==> src/rtl/a51_pkg.sv <==
// Shared definitions for the A5/1 ciphertext streaming path.
// Provides the default message length, the nibble count derived from it,
// and the state enumeration used by ciphertext_streamer.
package a51_pkg;

    localparam int MSG_BITS_DEF  = 128;
    localparam int NIB_COUNT_DEF = MSG_BITS_DEF / 4;

    typedef enum logic [2:0] {
        ST_IDLE,
        ST_COLLECT,
        ST_XOR,
        ST_EMIT,
        ST_DONE
    } state_e;

endpackage

==> src/rtl/ciphertext_streamer_if.sv <==
// Bundle of the keystream, message, nibble-handshake and status signals of
// ciphertext_streamer.
//   master : the environment side (keygen, message register, LCD writer)
//   slave  : the streamer itself
//   clear, ks_valid, ks_bit, ks_done, msg, nib_ready : master -> slave
//   nib_out, nib_valid, busy, done, short_err        : slave -> master
interface ciphertext_streamer_if #(
    parameter int MSG_BITS = a51_pkg::MSG_BITS_DEF
) ();

    logic                clear;
    logic                ks_valid;
    logic                ks_bit;
    logic                ks_done;
    logic [MSG_BITS-1:0] msg;
    logic                nib_ready;
    logic [3:0]          nib_out;
    logic                nib_valid;
    logic                busy;
    logic                done;
    logic                short_err;

    modport master (
        output clear, ks_valid, ks_bit, ks_done, msg, nib_ready,
        input  nib_out, nib_valid, busy, done, short_err
    );

    modport slave (
        input  clear, ks_valid, ks_bit, ks_done, msg, nib_ready,
        output nib_out, nib_valid, busy, done, short_err
    );

endinterface

==> src/rtl/nibble_mux.sv <==
// NIB_COUNT:1 selector of 4-bit nibbles, MSB nibble at index 0.
//   data : packed nibbles, nibble 0 occupies the top four bits
//   idx  : nibble index
//   nib  : selected nibble (0 for an out-of-range index)
module nibble_mux import a51_pkg::*; #(
    parameter int NIB_COUNT = NIB_COUNT_DEF,
    parameter int IDX_W     = (NIB_COUNT > 1) ? $clog2(NIB_COUNT) : 1
) (
    input  logic [4*NIB_COUNT-1:0] data,
    input  logic [IDX_W-1:0]       idx,
    output logic [3:0]             nib
);

    always_comb begin
        nib = '0;
        for (int unsigned i = 0; i < NIB_COUNT; i++) begin
            if (idx == IDX_W'(i)) begin
                nib = data[4*(NIB_COUNT-1-i) +: 4];
            end
        end
    end

endmodule

==> src/rtl/ciphertext_streamer.sv <==
// Collects MSG_BITS keystream bits from an A5/1 keygen, XORs them with the
// message register once, then streams the ciphertext out as hex nibbles
// (MSB nibble first) over a valid/ready handshake.
//   clk, reset : single clock, synchronous active-high reset
//   bus        : slave side of ciphertext_streamer_if
//                (keystream in, message in, nibble handshake, status out)
module ciphertext_streamer import a51_pkg::*; #(
    parameter int MSG_BITS  = MSG_BITS_DEF,
    parameter int NIB_COUNT = MSG_BITS / 4
) (
    input  logic                  clk,
    input  logic                  reset,
    ciphertext_streamer_if.slave  bus
);

    localparam int CNT_W = $clog2(MSG_BITS + 1);
    localparam int IDX_W = (NIB_COUNT > 1) ? $clog2(NIB_COUNT) : 1;
    localparam logic [CNT_W-1:0] CNT_MAX  = CNT_W'(MSG_BITS);
    localparam logic [CNT_W-1:0] CNT_LAST = CNT_W'(MSG_BITS - 1);
    localparam logic [IDX_W-1:0] IDX_LAST = IDX_W'(NIB_COUNT - 1);

    state_e              state_q, state_d;
    logic [MSG_BITS-1:0] ks_q, ks_d;
    logic [MSG_BITS-1:0] ct_q, ct_d;
    logic [CNT_W-1:0]    count_q, count_d;
    logic [IDX_W-1:0]    idx_q, idx_d;
    logic                short_err_q, short_err_d;
    logic                nib_valid_q, nib_valid_d;
    logic                busy_q, busy_d;
    logic                done_q, done_d;
    logic [3:0]          nib_w;

    always_comb begin
        state_d     = state_q;
        ks_d        = ks_q;
        ct_d        = ct_q;
        count_d     = count_q;
        idx_d       = idx_q;
        short_err_d = short_err_q;

        if (bus.clear) begin
            // ct is deliberately kept so the last ciphertext stays readable.
            state_d     = ST_IDLE;
            ks_d        = '0;
            count_d     = '0;
            idx_d       = '0;
            short_err_d = 1'b0;
        end else begin
            case (state_q)
                ST_IDLE: begin
                    if (bus.ks_valid) begin
                        ks_d    = {ks_q[MSG_BITS-2:0], bus.ks_bit};
                        count_d = CNT_W'(1);
                        state_d = ST_COLLECT;
                    end
                end
                ST_COLLECT: begin
                    if (bus.ks_valid) begin
                        ks_d = {ks_q[MSG_BITS-2:0], bus.ks_bit};
                        if (count_q != CNT_MAX) begin
                            count_d = count_q + CNT_W'(1);
                        end
                        if (count_q == CNT_LAST) begin
                            state_d = ST_XOR;
                        end
                    end else if (bus.ks_done) begin
                        // Short keystream: unfilled MSBs stay zero.
                        short_err_d = 1'b1;
                        state_d     = ST_XOR;
                    end
                end
                ST_XOR: begin
                    ct_d    = ks_q ^ bus.msg;
                    idx_d   = '0;
                    state_d = ST_EMIT;
                end
                ST_EMIT: begin
                    // nib_valid is high for the whole of EMIT, so ready alone
                    // completes the handshake here.
                    if (bus.nib_ready) begin
                        if (idx_q == IDX_LAST) begin
                            state_d = ST_DONE;
                        end else begin
                            idx_d = idx_q + IDX_W'(1);
                        end
                    end
                end
                ST_DONE: begin
                    state_d = ST_DONE;
                end
                default: begin
                    state_d = ST_IDLE;
                end
            endcase
        end

        // Status outputs are registered from the next state.
        nib_valid_d = (state_d == ST_EMIT);
        busy_d      = (state_d == ST_COLLECT) || (state_d == ST_XOR) ||
                      (state_d == ST_EMIT);
        done_d      = (state_d == ST_DONE);
    end

    always_ff @(posedge clk) begin
        if (reset) begin
            state_q     <= ST_IDLE;
            ks_q        <= '0;
            ct_q        <= '0;
            count_q     <= '0;
            idx_q       <= '0;
            short_err_q <= 1'b0;
            nib_valid_q <= 1'b0;
            busy_q      <= 1'b0;
            done_q      <= 1'b0;
        end else begin
            state_q     <= state_d;
            ks_q        <= ks_d;
            ct_q        <= ct_d;
            count_q     <= count_d;
            idx_q       <= idx_d;
            short_err_q <= short_err_d;
            nib_valid_q <= nib_valid_d;
            busy_q      <= busy_d;
            done_q      <= done_d;
        end
    end

    nibble_mux #(
        .NIB_COUNT (NIB_COUNT),
        .IDX_W     (IDX_W)
    ) u_nibble_mux (
        .data (ct_q),
        .idx  (idx_q),
        .nib  (nib_w)
    );

    assign bus.nib_out   = nib_w;
    assign bus.nib_valid = nib_valid_q;
    assign bus.busy      = busy_q;
    assign bus.done      = done_q;
    assign bus.short_err = short_err_q;

endmodule

==> src/flat_wrapper.sv <==
// flat-port wrapper written by rule: the top's interface ports become plain ports
module ciphertext_streamer_flat import a51_pkg::*;
#(
    parameter int MSG_BITS  = MSG_BITS_DEF,
    parameter int NIB_COUNT = MSG_BITS / 4
)
  (clk, reset, bus_clear, bus_ks_valid, bus_ks_bit, bus_ks_done, bus_msg, bus_nib_ready, bus_nib_out, bus_nib_valid, bus_busy, bus_done, bus_short_err);
  ciphertext_streamer_if #(.MSG_BITS(MSG_BITS)) bus_i ();
  input  logic clk;
  input  logic reset;
  input wire logic [$bits(bus_i.clear)-1:0] bus_clear;
  input wire logic [$bits(bus_i.ks_valid)-1:0] bus_ks_valid;
  input wire logic [$bits(bus_i.ks_bit)-1:0] bus_ks_bit;
  input wire logic [$bits(bus_i.ks_done)-1:0] bus_ks_done;
  input wire logic [$bits(bus_i.msg)-1:0] bus_msg;
  input wire logic [$bits(bus_i.nib_ready)-1:0] bus_nib_ready;
  output wire logic [$bits(bus_i.nib_out)-1:0] bus_nib_out;
  output wire logic [$bits(bus_i.nib_valid)-1:0] bus_nib_valid;
  output wire logic [$bits(bus_i.busy)-1:0] bus_busy;
  output wire logic [$bits(bus_i.done)-1:0] bus_done;
  output wire logic [$bits(bus_i.short_err)-1:0] bus_short_err;
  assign bus_i.clear = bus_clear;
  assign bus_i.ks_valid = bus_ks_valid;
  assign bus_i.ks_bit = bus_ks_bit;
  assign bus_i.ks_done = bus_ks_done;
  assign bus_i.msg = bus_msg;
  assign bus_i.nib_ready = bus_nib_ready;
  assign bus_nib_out = bus_i.nib_out;
  assign bus_nib_valid = bus_i.nib_valid;
  assign bus_busy = bus_i.busy;
  assign bus_done = bus_i.done;
  assign bus_short_err = bus_i.short_err;
  ciphertext_streamer #(.MSG_BITS(MSG_BITS), .NIB_COUNT(NIB_COUNT)) u_core (.clk(clk), .reset(reset), .bus(bus_i));
endmodule
==> config.mk <==
export PLATFORM = sky130hd
export DESIGN_NAME = ciphertext_streamer_flat
export DESIGN_NICKNAME = d
export VERILOG_FILES = /design/src/rtl/a51_pkg.sv /design/src/rtl/ciphertext_streamer_if.sv /design/src/rtl/nibble_mux.sv /design/src/rtl/ciphertext_streamer.sv /design/src/flat_wrapper.sv
export SDC_FILE = /design/constraint.sdc
export NUM_CORES = 1
export LEC_CHECK = 0
export BUFFER_PORTS_ARGS = -buffer_cell sky130_fd_sc_hd__clkbuf_2
export CORE_UTILIZATION = 45
export DETAILED_ROUTE_END_ITERATION = 8
export PLACE_DENSITY_LB_ADDON = 0.05
export SYNTH_ARGS = -nofsm -noshare
export SYNTH_HDL_FRONTEND = slang
export SYNTH_SLANG_ARGS = --single-unit
export TNS_END_PERCENT = 50
==> constraint.sdc <==
create_clock -name clk -period 11.36 [get_ports clk]
set_input_delay 0.568 -clock clk [delete_from_list [all_inputs] [get_ports clk]]
set_output_delay 0.568 -clock clk [all_outputs]
set_load 0.1 [all_outputs]
==> results of run 1 <==
## flip-flops by register name, indices dropped and copies added, names as in the netlist, 3 cells and up
name / count
u_core.count_q: 8
u_core.state_q: 3
u_core.ks_q: 128
u_core.ct_q: 128
u_core.idx_q: 5
## through the flow
| stage | power [W] | utilization [%] | hold WS, ns | instances | area, um2 |
|---|---|---|---|---|---|
| after CTS | 0.002085 | 52.33 | 0.2172 | 1967 | 14060 |
| after global placement | 0.001098 | 48.65 | 0.4576 | 1914 | 13080 |
| after floorplan | 0.001051 | - | 0.4488 | 1532 | 12270 |
| after detailed placement | 0.001097 | 48.65 | 0.4692 | 1914 | 13080 |
| final | 0.002060 | 52.33 | 0.2359 | 1967 | 14060 |
| after global routing | 0.002133 | 52.33 | 0.2473 | 1967 | 14060 |
## report_power, final
part	switching [W]	internal [W]	total, W
Clock	0.000390	0.000596	0.000985
Combinational	0.0000621	0.0000375	0.0000997
Sequential	0.00000307	0.000971	0.000974
## per-layer routing
metal  up-vias  global-route usage (%)
li1       5405                       -
met1      4832                   32.15
met2       219                   33.55
met3        44                   4.089
met4         2                   5.072
met5         -                       0
## kinds of logic after synthesis
family / after synthesis / share of synthesized area [%]
xor+xnor: 133 / 9.496
mux: 3 / 0.2448
compound gates: 407 / 20.96
buf+inv: 132 / 4.151
simple gates: 573 / 19.29
flops: 276 / 45.04
fa+ha+maj: 8 / 0.8160
## cell usage after synthesis, types with 2 or more instances
cell type  count  area (um2)
dfxtp_1      276        5525
nor4_1         3       18.77
a41oi_1        2       17.52
and3_1         4       25.02
or3_1          3       18.77
or3b_2         2       17.52
buf_1         15       56.30
nor2b_1        6       37.54
a31oi_1        6       37.54
a221oi_1       9       78.83
nand3_1       15       75.07
clkinv_1       2       7.510
mux2i_1        3       30.03
nor3b_1        3       22.52
o31ai_1        4       30.03
o221ai_1       5       43.79
nor3_1         9       45.04
a221o_1        2       20.02
and2_1         3       18.77
xor2_1         4       35.03
and4b_1        2       20.02
xnor2_1      129        1130
nor2_1       183       686.9
inv_1         18       67.56
clkbuf_1      91       341.6
nand2_1      310        1164
or2_2          3       18.77
nor4bb_1       2       20.02
a211o_1        3       26.28
nand3b_1       4       30.03
o21ai_0       23       115.1
nand2b_1       5       31.28
a21oi_1      183       915.9
ha_1           8       100.1
buf_2          5       25.02
or4_1          2       15.01
nand4_1        9       56.30
o22ai_1       10       62.56
a211oi_1     138        1036
o211ai_1       7       52.55
o2111ai_1      3       26.28
## layout make-up
cell class	count	area, um2
clock buffer	44	833.3
clock inverter	9	156.4
fill	2691	12810
inverter	20	75.07
multi-input combinational	1124	6252
sequential	276	5525
tap	341	426.7
timing repair buffer	153	795.8
## tightest hold or removal path, delay by kind of cell
| kind | cells | cell delay [ns] |
|---|---|---|
| simple gates | 1 | 0.05 |
| compound gates | 1 | 0.05 |
| buf+inv | 1 | 0.08 |
## worst paths after layout
path                                         from                end  slack (ns)  cells after the start
worst max-delay path              u_core.idx_q[0]     bus_nib_out[2]        6.44                     11
worst min-delay path                   bus_ks_bit     u_core.ks_q[0]        0.24                      3
worst max register to register  u_core.state_q[1]  u_core.count_q[6]        8.63                      6
worst min register to register    u_core.ks_q[35]    u_core.ks_q[36]        0.47                      2
==> results.py, run 1 <==
metrics = {
    "status": {
        "status": "finished clean",
    },
    "route": {
        "wire_per_inst_um": 15.78,
        "top_layer_used": "met5",
        "vias": 10500,
        "drtPass1Iterations": 7,
        "wl_met2_um": 13240,
        "final_antenna_net_count": 0,
        "wl_met1_um": 15640,
        "drt_iter0_markers": 609,
        "routed_wl_um": 31040,
        "route.met3.wl_um": 1561,
        "viasPerCell": 5.339,
        "drc_errors": 0,
    },
    "sta": {
        "worst_pin_slew_ns": 1.071,
        "min_period_over_period_pct": 43.35,
        "setup_viol": 0,
        "layout_setup_ws_ns": 6.435,
        "finalSetupTns_ns": 0,
        "slew_headroom_pct": 28.61,
        "skew_ns": 0.01775,
        "finalHoldViolCount": 0,
        "max_freq_mhz": 203.1,
        "slew_viol_final": 0,
        "rsz0062_at_grt": "false",
        "timing.final.crit_period_ns": 4.925,
    },
    "yosys": {
        "netlist_area_um2": 12270,
        "synth-edff-count": 0,
        "ys_seq_area_share_pct": 45.04,
        "async_reset_ff_share_pct": 0,
        "syn_avg_cell_area_um2": 8.007,
        "ys_types": 59,
        "synth_nets": 1675,
        "synth_seq_cells": 276,
        "synth-main-ff-cell": "dfxtp_1",
        "yosysWarnings": 0,
        "synth_cells": 1532,
    },
    "power_and_ir_drop": {
        "max-vdd-ir-drop_v": 0.00009829,
        "p_leak_nw": 4.475,
        "powerDensity_nw_per_um2": 146.4,
    },
    "clocking": {
        "cts_resized": 0,
        "cts.sinks": 276,
        "cts_max_level": 1,
        "cts_buffers": 30,
        "insertion_delay_ns": 0.56,
        "tritoncts": "yes",
        "cts-root-buf": "clkbuf_16",
        "holdBufCountCts": 0,
        "cts_max_path_buffers": 3,
        "path_clk_slew_ns": 0.06,
        "cts_setup_buffers": 0,
    },
    "floorplanning": {
        "ios": 143,
        "placementRows": 60,
        "initial_core_util_pct": 45.64,
        "die_h_um": 167.1,
        "core-area_um2": 26880,
        "die_x_um": 167.1,
        "dieArea_um2": 27920,
    },
    "critical_path": {
        "critPathKind": "register to output port",
        "slowest_stage": "ha_1",
        "cp.buffers_inverters": 2,
        "cp_cell_sequence": "inv_1 > ha_1 > and4bb_1 > a211o_1 > nor3_1 > or4_1 > a31o_1 > a221oi_2 > o21ai_1 > a41oi_1 > clkbuf_2",
        "cp-start-kind": "register",
        "cp.required_ns": 10.79,
        "crit_family": "compound AO/OA/AOI/OAI gates",
        "crit_fanout": 25,
        "end_kind": "output port",
        "arrival_ns": 4.36,
        "slowest_delay_ns": 0.79,
    },
    "layout": {
        "drive_above_1_share_pct": 12.67,
        "syn_to_final_growth_pct": 14.66,
        "final_common_cell": "nand2_1",
        "final_cell_mix": "nand2_1, dfxtp_1, a21oi_1, nor2_1, clkbuf_2",
        "nets": 1748,
        "antenna_cells": 0,
    },
    "hold_path": {
        "hold_class": "input port to register",
    },
    "place": {
        "gp_congestion": 0.8289,
        "numPortBuffers": 142,
        "dp_slack_ns": 7.036,
        "post-dp-hpwl_um": 21120,
    },
    "grt": {
        "grt_pass1_wl_um": 50490,
        "overflow": 0,
        "grt_pass1_vias": 9537,
        "antenna_found_initial": 2,
        "grt_max_degree": 118,
        "grtUsageTotal_pct": 22.05,
    },
    "job": {
        "max_cap_violations": 0,
    },
}
Power figures use the tool's default switching activity.
==> run 2: changes to the inputs <==
==> constraint.sdc (replaced) <==
create_clock -name clk -period 4.21 [get_ports clk]
set_input_delay 0.2105 -clock clk [delete_from_list [all_inputs] [get_ports clk]]
set_output_delay 0.2105 -clock clk [all_outputs]
set_load 0.1 [all_outputs]
==> results.py, run 2 (synthesized netlist as in run 1, its figures left out) <==
metrics = {
    "status": {
        "status": "finished clean",
    },
    "sta": {
        "skew_ns": 0.007267,
        "rsz0062_at_grt": "false",
        "slew_headroom_pct": 34.26,
        "slew_viol_final": 0,
        "max_freq_mhz": 253.5,
        "timing.final.crit_period_ns": 3.945,
        "finalHoldViolCount": 0,
        "worst_pin_slew_ns": 0.9861,
        "setup_viol": 0,
        "min_period_over_period_pct": 93.71,
        "timing.hold.ws_ns": 0.006162,
    },
    "power_and_ir_drop": {
        "powerDensity_nw_per_um2": 374.8,
        "switchingPower_w": 0.001245,
        "p_int_w": 0.004447,
        "p_leak_nw": 4.952,
        "power.share.combinational_pct": 6.1,
        "p_clk_share_pct": 47.8,
        "p_seq_share_pct": 46.2,
        "swShare_pct": 21.87,
        "max-vdd-ir-drop_v": 0.0002655,
    },
    "layout": {
        "fill_cells": 2604,
        "nets": 1851,
        "fin_util_pct": 56.51,
        "syn_to_final_growth_pct": 23.82,
        "reg.largest.list": "u_core.ct_q x128, u_core.ks_q x128, u_core.count_q x8",
        "stdcell_count": 2071,
        "final_common_cell": "nand2_1",
        "final_cell_mix": "nand2_1, dfxtp_1, a21oi_1, nor2_1, clkbuf_2",
        "drive_above_1_share_pct": 12.60,
        "antenna_cells": 0,
    },
    "route": {
        "routed_wl_um": 32250,
        "viasPerCell": 5.304,
        "drtPass1Iterations": 5,
        "vias": 10990,
        "wire_per_inst_um": 15.57,
        "drt_iter0_markers": 583,
        "drc_errors": 0,
        "final_antenna_net_count": 0,
    },
    "critical_path": {
        "cp-start-kind": "register",
        "critPathKind": "register to output port",
        "crit_fanout": 9,
        "arrival_ns": 3.73,
        "cp.required_ns": 4.00,
        "end_kind": "output port",
    },
    "hold_path": {
        "hold_class": "input port to register",
    },
    "grt": {
        "antenna_found_initial": 0,
        "grtUsageTotal_pct": 22.81,
        "grt_pass1_wl_um": 52340,
        "grt_max_degree": 119,
        "overflow": 0,
        "grt_pass1_vias": 10180,
    },
    "clocking": {
        "cts_max_path_buffers": 3,
        "cts.sinks": 276,
        "cts-root-buf": "clkbuf_16",
        "path_clk_slew_ns": 0.06,
        "cts_setup_buffers": 0,
        "cts_max_level": 1,
        "cts_buffers": 30,
        "tritoncts": "yes",
        "insertion_delay_ns": 0.55,
    },
    "floorplanning": {
        "core-area_um2": 26880,
        "dieArea_um2": 27920,
        "initial_core_util_pct": 45.64,
        "placementRows": 60,
        "die_h_um": 167.1,
        "die_x_um": 167.1,
        "ios": 143,
    },
    "place": {
        "post-dp-hpwl_um": 21340,
        "placedCellCount": 1919,
        "numPortBuffers": 142,
        "gp_congestion": 0.8296,
    },
    "job": {
        "max_cap_violations": 0,
    },
}
-- run 2: path summary, 6_finish.rpt --
path / slack [ns] / start / to / depth (start not counted)
worst max-delay path: 0.26 / u_core.idx_q[0] / bus_nib_out[2] / 12
worst min-delay path: 0.006 / bus_msg[97] / u_core.ct_q[97] / 3
worst max register to register: 1.75 / u_core.state_q[1] / u_core.ct_q[55] / 6
worst min register to register: 0.47 / u_core.ks_q[127] / u_core.ks_q[127] / 2
-- run 2: power by group through the flow --
stage / clock network [W] / logic [W] / registers [W]
global route: 0.00288 / 0.000375 / 0.00263
detailed placement: 0 / 0.000275 / 0.00269
global placement: 0 / 0.000277 / 0.00269
floorplan: 0 / 0.000149 / 0.00269
CTS: 0.00277 / 0.000348 / 0.00263
finish: 0.00272 / 0.000345 / 0.00263
-- run 2: critical path: stages, from the launching register on --
cell      delay (ns)
dfxtp_1         0.35
ha_1            0.22
and3_1          0.20
ha_1            0.30
nor2b_1         0.19
a211oi_2        0.19
a21oi_1         0.06
or4_1           0.49
a31o_1          0.24
a221oi_2        0.30
o21ai_1         0.14
a41oi_2         0.30
buf_12          0.21
-- run 2: final cells by class --
class | instances | area [um2] | area share (%)
clock inverters | 7 | 110.1 | 0.7249
flip-flops and latches | 276 | 5527 | 36.39
clock buffers | 47 | 915.9 | 6.030
repair buffers | 256 | 1869 | 12.31
well taps | 341 | 426.7 | 2.809
inverters | 20 | 75.07 | 0.4943
multi-input cells | 1124 | 6265 | 41.25
-- run 2: timing repair --
item | 4_1_cts | 5_1_grt
hold buffers | 98 | 0
endpoints found under the hold margin | 98 | 0
resized for setup | 0 | 1
endpoints found under the setup margin | 0 | 1
-- run 2: layer usage --
metal	vias up	wire length, um	GRT usage, %
met2	199	14500	37.31
met1	5129	16070	32.03
met4	0	621	5.596
met5	-	0	0
met3	50	1056	2.576
li1	5607	-	-
-- run 2: per-stage QoR --
step                      power [W]  setup slack (ns)  setup TNS (ns)  instance area (um2)
final                      0.005692            0.2646               0                15190
after detailed placement   0.002962            0.7214               0                13180
after floorplan            0.002836           -0.4580         -0.5013                12280
after CTS                  0.005748            0.1286               0                15190
after global routing       0.005882           0.09962               0                15190
after global placement     0.002964            0.7451               0                13180
==> run 3: changes to the inputs <==
--- a/config.mk
+++ b/config.mk
@@ -8,6 +8,7 @@
 export BUFFER_PORTS_ARGS = -buffer_cell sky130_fd_sc_hd__clkbuf_2
 export CORE_UTILIZATION = 45
 export DETAILED_ROUTE_END_ITERATION = 8
+export MAX_ROUTING_LAYER = met4
 export PLACE_DENSITY_LB_ADDON = 0.05
 export SYNTH_ARGS = -nofsm -noshare
 export SYNTH_HDL_FRONTEND = slang
==> results.py, run 3 (synthesized netlist as in run 1, its figures left out) <==
metrics = {
    "power_and_ir_drop": {
        "max-vdd-ir-drop_v": 0.0002993,
        "powerDensity_nw_per_um2": 358.0,
        "p_leak_nw": 5.037,
    },
    "place": {
        "post-dp-hpwl_um": 21530,
        "dp_slack_ns": 0.7109,
        "numPortBuffers": 142,
        "gp_congestion": 0.8428,
        "postPlaceCellArea_um2": 13220,
    },
    "critical_path": {
        "cp-start-kind": "register",
        "critPathKind": "register to output port",
        "crit_fanout": 9,
        "arrival_ns": 3.76,
        "cp.required_ns": 4.00,
        "end_kind": "output port",
    },
    "route": {
        "viasPerCell": 5.245,
        "drt_iter0_markers": 553,
        "vias": 11020,
        "drtPass1Iterations": 5,
        "routed_wl_um": 32260,
        "drc_errors": 0,
        "final_antenna_net_count": 0,
        "wire_per_inst_um": 15.36,
    },
    "clocking": {
        "cts_buffers": 31,
        "cts.sinks": 276,
        "cts_max_path_buffers": 3,
        "path_clk_slew_ns": 0.06,
        "insertion_delay_ns": 0.56,
        "cts_max_level": 1,
        "cts_setup_buffers": 0,
        "cts-root-buf": "clkbuf_16",
        "tritoncts": "yes",
    },
    "sta": {
        "slew_headroom_pct": 32.41,
        "rsz0062_at_grt": "false",
        "setup_viol": 0,
        "max_freq_mhz": 252.1,
        "slew_viol_final": 0,
        "skew_ns": 0.008323,
        "layout_setup_ws_ns": 0.2432,
        "timing.final.crit_period_ns": 3.967,
        "worst_pin_slew_ns": 1.014,
        "min_period_over_period_pct": 94.22,
        "finalHoldViolCount": 0,
    },
    "grt": {
        "antenna_found_initial": 0,
        "grt_pass1_wl_um": 52880,
        "overflow": 0,
        "grt_max_degree": 82,
        "grtUsageTotal_pct": 23.72,
        "grt_pass1_vias": 10410,
    },
    "floorplanning": {
        "die_x_um": 167.1,
        "initial_core_util_pct": 45.64,
        "dieArea_um2": 27920,
        "placementRows": 60,
        "core-area_um2": 26880,
        "die_h_um": 167.1,
        "ios": 143,
    },
    "layout": {
        "antenna_cells": 0,
        "reg.largest.list": "u_core.ct_q x128, u_core.ks_q x128, u_core.count_q x8",
        "final_common_cell": "nand2_1",
        "syn_to_final_growth_pct": 25.47,
        "nets": 1883,
        "final_area_um2": 15390,
        "final_cell_mix": "nand2_1, dfxtp_1, a21oi_1, nor2_1, clkbuf_2",
        "drive_above_1_share_pct": 12.51,
    },
    "status": {
        "status": "finished clean",
    },
    "job": {
        "max_cap_violations": 0,
    },
    "hold_path": {
        "hold_class": "input port to register",
    },
}
## run 3: cell count changes in the layout (fill, tap and decap cells not counted)
cell | before | now
clkinv_2 | 4 | 5
clkinv_4 | 0 | 1
dlygate4sd3_1 | 98 | 124
clkbuf_8 | 8 | 3
clkbuf_1 | 8 | 9
inv_6 | 0 | 1
buf_4 | 15 | 20
clkinvlp_4 | 0 | 1
bufinv_16 | 3 | 1
## run 3: layer usage
layer  GRT usage (%)  vias to the layer above  share of wire (%)
met3           2.411                       43                3.6
li1                -                     5707                  -
met1           32.40                     5034                 49
met5               -                        -                  0
met2           37.82                      231                 46
met4           5.395                        0                1.9
## run 3: metrics by stage
| stage | total power (W) | std cells | hold slack, ns | util, % | TNS [ns] |
|---|---|---|---|---|---|
| 2_1_floorplan | 0.002836 | 1532 | 0.3465 | - | -0.5013 |
| 6_report | 0.005510 | 2100 | 0.01339 | 57.27 | 0 |
| 4_1_cts | 0.005572 | 2100 | 0.0006843 | 57.26 | 0 |
| 3_3_place_gp | 0.002964 | 1924 | 0.4348 | 49.18 | 0 |
| 5_1_grt | 0.005692 | 2100 | 0.02520 | 57.27 | 0 |
| 3_5_place_dp | 0.002962 | 1924 | 0.4401 | 49.18 | 0 |
## run 3: area by class of cell
class	instances	area [um2]
Sequential cell	276	5527
Inverter	20	75.07
Tap cell	341	426.7
Multi-Input combinational cell	1124	6265
Timing Repair Buffer	287	2167
Fill cell	2547	11480
Clock buffer	43	850.8
Clock inverter	9	80.08
## run 3: timing repair
| action | CTS | global route |
|---|---|---|
| setup endpoints to repair | 0 | 1 |
| endpoints found under the hold margin | 124 | 0 |
| resized for setup | 0 | 1 |
| hold buffers | 124 | 0 |
## run 3: worst paths after layout
check,from,to,slack [ns],cells past startpoint
worst max-delay path,u_core.idx_q[0],bus_nib_out[2],0.24,12
worst min-delay path,bus_msg[76],u_core.ct_q[76],0.01,3
worst max register to register,u_core.state_q[1],u_core.ct_q[28],1.71,6
worst min register to register,u_core.ks_q[127],u_core.ks_q[127],0.46,2
## run 3: where the power goes
| part | internal [W] | switching, W |
|---|---|---|
| registers | 0.00262 | 0.00000819 |
| logic | 0.000178 | 0.000186 |
| clock network | 0.00146 | 0.00106 |
| total | 0.00426 | 0.00125 |
## run 3: critical path, cell delays in order (launching register included)
cell      delay [ns]
dfxtp_1         0.41
ha_1            0.19
and3_1          0.19
ha_1            0.36
nor2_1          0.09
a211oi_2        0.22
a21oi_1         0.07
or4_1           0.49
a31o_1          0.23
a221oi_2        0.29
o21ai_1         0.14
a41oi_2         0.30
buf_12          0.21
